## config.mk

```make
export PLATFORM = sky130hd
export DESIGN_NAME = svca_voice_sched
export DESIGN_NICKNAME = d
export VERILOG_FILES = /design/src/rtl/svca_voice_sched_pkg.sv /design/src/rtl/svca_voice_sched_svca.sv /design/src/rtl/svca_voice_sched.sv
export SDC_FILE = /design/constraint.sdc
export NUM_CORES = 1
export LEC_CHECK = 0
export ABC_AREA = 1
export CORE_MARGIN = 1.5
export CORE_UTILIZATION = 56
export CTS_CLUSTER_DIAMETER = 200
export DETAILED_ROUTE_END_ITERATION = 16
export PLACE_DENSITY = 0.82
export SLEW_MARGIN = 10
export SYNTH_ARGS = -nofsm -noshare
export SYNTH_HDL_FRONTEND = slang
export SYNTH_SLANG_ARGS = --single-unit
```

## constraint.sdc

```tcl
create_clock -name clk -period 7.8 [get_ports clk]
set_clock_uncertainty 0.1 [all_clocks]
set_input_delay 2.34 -clock clk [delete_from_list [all_inputs] [get_ports clk]]
set_output_delay 2.34 -clock clk [all_outputs]
set_load 0.02 [all_outputs]
```

## src/rtl/svca_voice_sched_pkg.sv

```systemverilog
// Shared types and helpers for the time-multiplexed voice VCA scheduler.
package svca_voice_sched_pkg;

    typedef enum logic [1:0] {
        ST_IDLE = 2'd0,
        ST_RUN  = 2'd1,
        ST_DONE = 2'd2
    } state_t;

    // Accumulator holds NVOICES signed terms of WIDTH+1 bits without overflow.
    function automatic int unsigned acc_width(input int unsigned width, input int unsigned vidx_w);
        return width + vidx_w + 1;
    endfunction

endpackage

```

## src/rtl/svca_voice_sched_svca.sv

```systemverilog
// Combinational VCA: scales an offset-binary sample about midscale by an unsigned CV.
module svca #(
    parameter int unsigned WIDTH = 8
) (
    input  logic [WIDTH-1:0] sig_in,
    input  logic [WIDTH-1:0] cv,
    output logic [WIDTH-1:0] sig_out
);

    localparam logic [WIDTH:0] MID_X = {2'b01, {(WIDTH-1){1'b0}}};

    logic signed [WIDTH:0]     s;
    logic signed [2*WIDTH+1:0] s_x;
    logic signed [2*WIDTH+1:0] cv_x;
    logic signed [2*WIDTH+1:0] prod;

    // out = floor((in - mid) * cv / 2**WIDTH) + mid; result always fits WIDTH bits
    always_comb begin
        s       = $signed({1'b0, sig_in}) - $signed(MID_X);
        s_x     = {{(WIDTH+1){s[WIDTH]}}, s};
        cv_x    = {{(WIDTH+2){1'b0}}, cv};
        prod    = s_x * cv_x;
        sig_out = WIDTH'((prod >>> WIDTH) + $signed({{(WIDTH+1){1'b0}}, MID_X}));
    end

endmodule

```

## src/rtl/svca_voice_sched.sv

```systemverilog
// Time-multiplexes one svca across NVOICES voices per sample tick and averages the result.
module svca_voice_sched
    import svca_voice_sched_pkg::*;
#(
    parameter int unsigned WIDTH   = 8,
    parameter int unsigned NVOICES = 8,
    parameter int unsigned VIDX_W  = 3
) (
    input  logic                       clk,
    input  logic                       rst,
    input  logic                       sample_tick,
    input  logic [NVOICES*WIDTH-1:0]   voice_in,
    input  logic [NVOICES*WIDTH-1:0]   voice_cv,
    input  logic [NVOICES-1:0]         voice_en,
    output logic [WIDTH-1:0]           mix_out,
    output logic                       mix_valid,
    output logic                       busy,
    output logic                       overrun
);

    localparam int unsigned    ACC_W = acc_width(WIDTH, VIDX_W);
    localparam logic [WIDTH-1:0] MID = {1'b1, {(WIDTH-1){1'b0}}};
    localparam logic [WIDTH:0] MID_X = {1'b0, MID};

    state_t                   state_q, state_d;
    logic [VIDX_W-1:0]        idx_q, idx_d;
    logic signed [ACC_W-1:0]  acc_q, acc_d;
    logic [WIDTH-1:0]         sh_in_q [NVOICES];
    logic [WIDTH-1:0]         sh_in_d [NVOICES];
    logic [WIDTH-1:0]         sh_cv_q [NVOICES];
    logic [WIDTH-1:0]         sh_cv_d [NVOICES];
    logic [NVOICES-1:0]       sh_en_q, sh_en_d;
    logic [WIDTH-1:0]         mix_out_q, mix_out_d;
    logic                     mix_valid_q, mix_valid_d;
    logic                     overrun_q, overrun_d;

    logic [WIDTH-1:0]         svca_out;
    logic signed [WIDTH:0]    term;

    svca #(.WIDTH(WIDTH)) u_svca (
        .sig_in  (sh_in_q[idx_q]),
        .cv      (sh_cv_q[idx_q]),
        .sig_out (svca_out)
    );

    always_comb begin
        state_d     = state_q;
        idx_d       = idx_q;
        acc_d       = acc_q;
        sh_in_d     = sh_in_q;
        sh_cv_d     = sh_cv_q;
        sh_en_d     = sh_en_q;
        mix_out_d   = mix_out_q;
        mix_valid_d = 1'b0;
        overrun_d   = 1'b0;

        term = '0;
        if (sh_en_q[idx_q]) begin
            term = $signed({1'b0, svca_out}) - $signed(MID_X);
        end

        unique case (state_q)
            ST_IDLE: begin
                if (sample_tick) begin
                    for (int unsigned k = 0; k < NVOICES; k++) begin
                        sh_in_d[k] = voice_in[k*WIDTH +: WIDTH];
                        sh_cv_d[k] = voice_cv[k*WIDTH +: WIDTH];
                    end
                    sh_en_d = voice_en;
                    idx_d   = '0;
                    acc_d   = '0;
                    state_d = ST_RUN;
                end
            end
            ST_RUN: begin
                overrun_d = sample_tick;
                acc_d     = acc_q + {{VIDX_W{term[WIDTH]}}, term};
                idx_d     = idx_q + VIDX_W'(1);
                if (idx_q == VIDX_W'(NVOICES - 1)) begin
                    state_d = ST_DONE;
                end
            end
            ST_DONE: begin
                overrun_d   = sample_tick;
                // Arithmetic shift floors the mean; it always lies within one signed WIDTH range
                mix_out_d   = WIDTH'((acc_q >>> VIDX_W) + $signed({{VIDX_W{1'b0}}, MID_X}));
                mix_valid_d = 1'b1;
                state_d     = ST_IDLE;
            end
            default: state_d = ST_IDLE;
        endcase
    end

    always_ff @(posedge clk or posedge rst) begin
        if (rst) begin
            state_q     <= ST_IDLE;
            idx_q       <= '0;
            acc_q       <= '0;
            for (int unsigned k = 0; k < NVOICES; k++) begin
                sh_in_q[k] <= MID;
                sh_cv_q[k] <= '0;
            end
            sh_en_q     <= '0;
            mix_out_q   <= MID;
            mix_valid_q <= 1'b0;
            overrun_q   <= 1'b0;
        end else begin
            state_q     <= state_d;
            idx_q       <= idx_d;
            acc_q       <= acc_d;
            sh_in_q     <= sh_in_d;
            sh_cv_q     <= sh_cv_d;
            sh_en_q     <= sh_en_d;
            mix_out_q   <= mix_out_d;
            mix_valid_q <= mix_valid_d;
            overrun_q   <= overrun_d;
        end
    end

    assign mix_out   = mix_out_q;
    assign mix_valid = mix_valid_q;
    assign overrun   = overrun_q;
    assign busy      = (state_q != ST_IDLE);

endmodule

```

==> key figures <==
CTS
  – Post-CTS setup buffer count: 0
  – CTS resizes: 0
  – Clock tree buffer depth: 2
  – Clock sinks: 162
  – Clock root cell: clkbuf_16
  – H-tree Lvls: 4
  – Worst-Skew Late Latency: 0.43 ns
  – CTS tree: done
  – Reg clk slew, reported paths: 0.07 ns
  – Total CTS buffers: 17
  – Hold buffer count at cts: 0

Die
  – Site Rows: 49
  – Die H: 138 um
  – I/O pin count: 150
  – Total die area: 0.0190 sq mm
  – Starting density of the core: 0.570
  – Chip Width: 138 um
  – Core area: 0.0179 sq mm

STA
  – Min Clock Period, post-route: approximately 7 ns
  – Fin. max-slew vios: 0
  – Worst slew pin tran: 0.990 ns
  – Setup_tns: 0 ns
  – Period utilisation layout: 0.908
  – Final setup fails: 0
  – Final Hold Viols: 0
  – Relative slew slack: 0.340
  – Fmax: 0.141 GHz
  – Unrepaired setup endpoints after global routing: no

Final layout
  – Multi-input gate area: 0.00522 sq mm
  – Synthesis-to-finish area growth: 22.2%
  – Post-route cell area: around 0.012 sq mm
  – Antenna diode count: 0
  – Register Area: 0.00407 sq mm
  – Fillcell total: approximately 1,400
  – # nets final: 1,683
  – Post-route insts no fill: 1,693
  – Fraction of layout cells with a size suffix above 1: 0.0594

Synthesis
  – Synth Area in Compound Gates: 0.0941
  – Post-Synth XOR/XNOR Area: 0.00858
  – Largest family of logic cells by synthesized area: simple AND/OR/NAND/NOR gates
  – Sequential area share after synthesis: 0.398
  – Post-synthesis register bit count: 162
  – Synth async-reset ratio: 1.00
  – Syn Std Cell Area: just over 0.01 sq mm
  – Post-Synth Simple-Gate Area: 0.256
  – Mux cell area share after synthesis: 0
  – Number of enable flip-flop cells after synthesis: 0
  – Syn_area_per_cell: a little under 8 sq um
  – Most common flop cell mapped by yosys: dfrtp_1
  – Synth cell types: 43
  – Syn_nets: between 1,500 and 2,000
  – Mapped Cells: 1,326
  – Ys Warns: 0
  – Synth Area in Adders: 0.152

Critical path
  – Crit Path Max Fanout: between 50 and 60
  – Worst setup EP type: flop
  – CP Launch Type: flop
  – Crit path DAT: approximately 7.3 ns
  – CP peak stage delay: about 0.54 ns
  – Kind of critical path: reg2reg
  – Worst EP required: 8.03 ns
  – CP max stage cell: fa_1
  – Crit-path most repeated cell: nand2_1
  – R2r setup slk: 0.72 ns

Routing
  – DRC Markers: 0
  – First-pass DRT Iterations: 5
  – Iteration-0 DRC Markers: around 700
  – Vias per inst: ~5.3
  – Final wirelength: 25.0 mm
  – Via count: 8,916
  – Avg WL per Cell: 14.7 um
  – Final ANT Viol Nets: 0

GRT
  – Number of global-route vias before repair: 8,867
  – First-pass GRT wire length: 41.7 mm
  – Largest net degree at the start of global routing: ~110
  – GRT overflow: 0
  – All-Layer GR Usage: 0.282
  – Antenna violations before repair: 0

Flow run
  – Maxcap violations: 0

Run status
  – Status: finished clean

Placed design
  – Final Wtd Congestion: slightly below 0.9
  – Port Buffers: around 150
  – Post-DP HPWL: 18.0 mm
  – Post-DP Area: 0.0119 sq mm
  – Cells after DPL: 1,661

Hold path
  – Tightest Hold Check Type: reg2reg
layout by cell type (no fill, tap or decap), drive strengths merged:
master / count
a31o: 1
dfstp: 9
a211oi: 1
o21ai: 126
a31oi: 1
clkbuf: 19
buf: 13
nand4: 3
a21oi: 25
o21bai: 2
xor2: 5
nand3: 36
nor3: 1
a21o: 1
or2: 1
o31ai: 1
nand2: 507
nor2: 97
a32o: 2
ha: 41
fa: 52
dfrtp: 153
a22o: 1
inv: 184
nor3b: 3
o22ai: 16
o221a: 1
and3b: 1
clkdlybuf4s50: 149
bufinv: 2
clkinv: 5
xnor2: 5
layer usage:
layer,routed length (um),global-route usage,vias to the layer above
li1,-,-,4323
met1,10700,0.367,4190
met2,12100,0.475,342
met3,1420,0.0417,61
met4,718,0.112,0
met5,0,0,-
sequential cells by signal, indices dropped and copies added (netlist names):
name,flops
acc_q,11
mix_valid,1
sh_en_q,8
idx_q,3
overrun,1
mix_out,8
sh_cv_q,64
sh_in_q,64
state_q,2
area by class of cell:
class	instances	area share
repair buffers	162	0.128
clock inverters	13	0.0133
inverters	178	0.0544
flip-flops and latches	162	0.326
well taps	229	0.0230
clock buffers	19	0.0355
multi-input cells	930	0.419
worst paths after layout:
path                                     to  cells after the start       start
worst max-delay path              acc_q[10]                     36    idx_q[0]
worst min-delay path             mix_out[3]                      2  mix_out[3]
worst max register to register    acc_q[10]                     36    idx_q[0]
worst min register to register   mix_out[3]                      2  mix_out[3]
max in group asynchronous          idx_q[0]                      3         rst
min in group asynchronous       sh_cv_q[16]                      2         rst
worst max-delay path: cells and delay by family (launching register included):
family                     cells  cell delay (ns)
DFF                            1             0.44
buffers and inverters          7             0.81
AOI/OAI and AO/OA              4             1.12
and+or+nand+nor               19             1.64
adders and majority gates      6             2.80
stage by stage:
| stage | utilization | hold WS [ns] | worst slack (ns) |
|---|---|---|---|
| after floorplan | - | 0.344 | 0.998 |
| after global placement | 0.662 | 0.352 | 1.03 |
| after detailed placement | 0.662 | 0.359 | 0.805 |
| after CTS | 0.696 | 0.375 | 0.765 |
| after global routing | 0.696 | 0.391 | 0.118 |
| final | 0.696 | 0.370 | 0.719 |
cells in the mapped netlist, types with 4 or more instances:
cell type	instances	area, sq um
a21oi_1	25	125
buf_2	5	25.0
buf_6	4	45.0
clkbuf_1	43	161
dfrtp_1	153	3830
dfstp_2	9	236
fa_1	52	1040
ha_1	41	513
inv_1	173	649
nand2_1	495	1860
nand2_2	11	68.8
nand3_1	28	140
nand3_2	7	70.1
nor2_1	95	357
o21ai_0	123	616
o22ai_1	16	100
xnor2_1	5	43.8
xor2_1	5	43.8
cell families (layout without fill, tap and decap cells):
kind of cell | count (synthesis) | count (layout)
xor gates and xnor gates | 10 | 10
adders and majority gates | 93 | 93
DFF | 162 | 162
buffers and inverters | 234 | 372
AOI/OAI and AO/OA | 178 | 178
and+or+nand+nor | 649 | 649
Power is left out: the tool's default activity adds up to more than one toggle a clock period on the data nets, which glitch-free logic cannot reach.
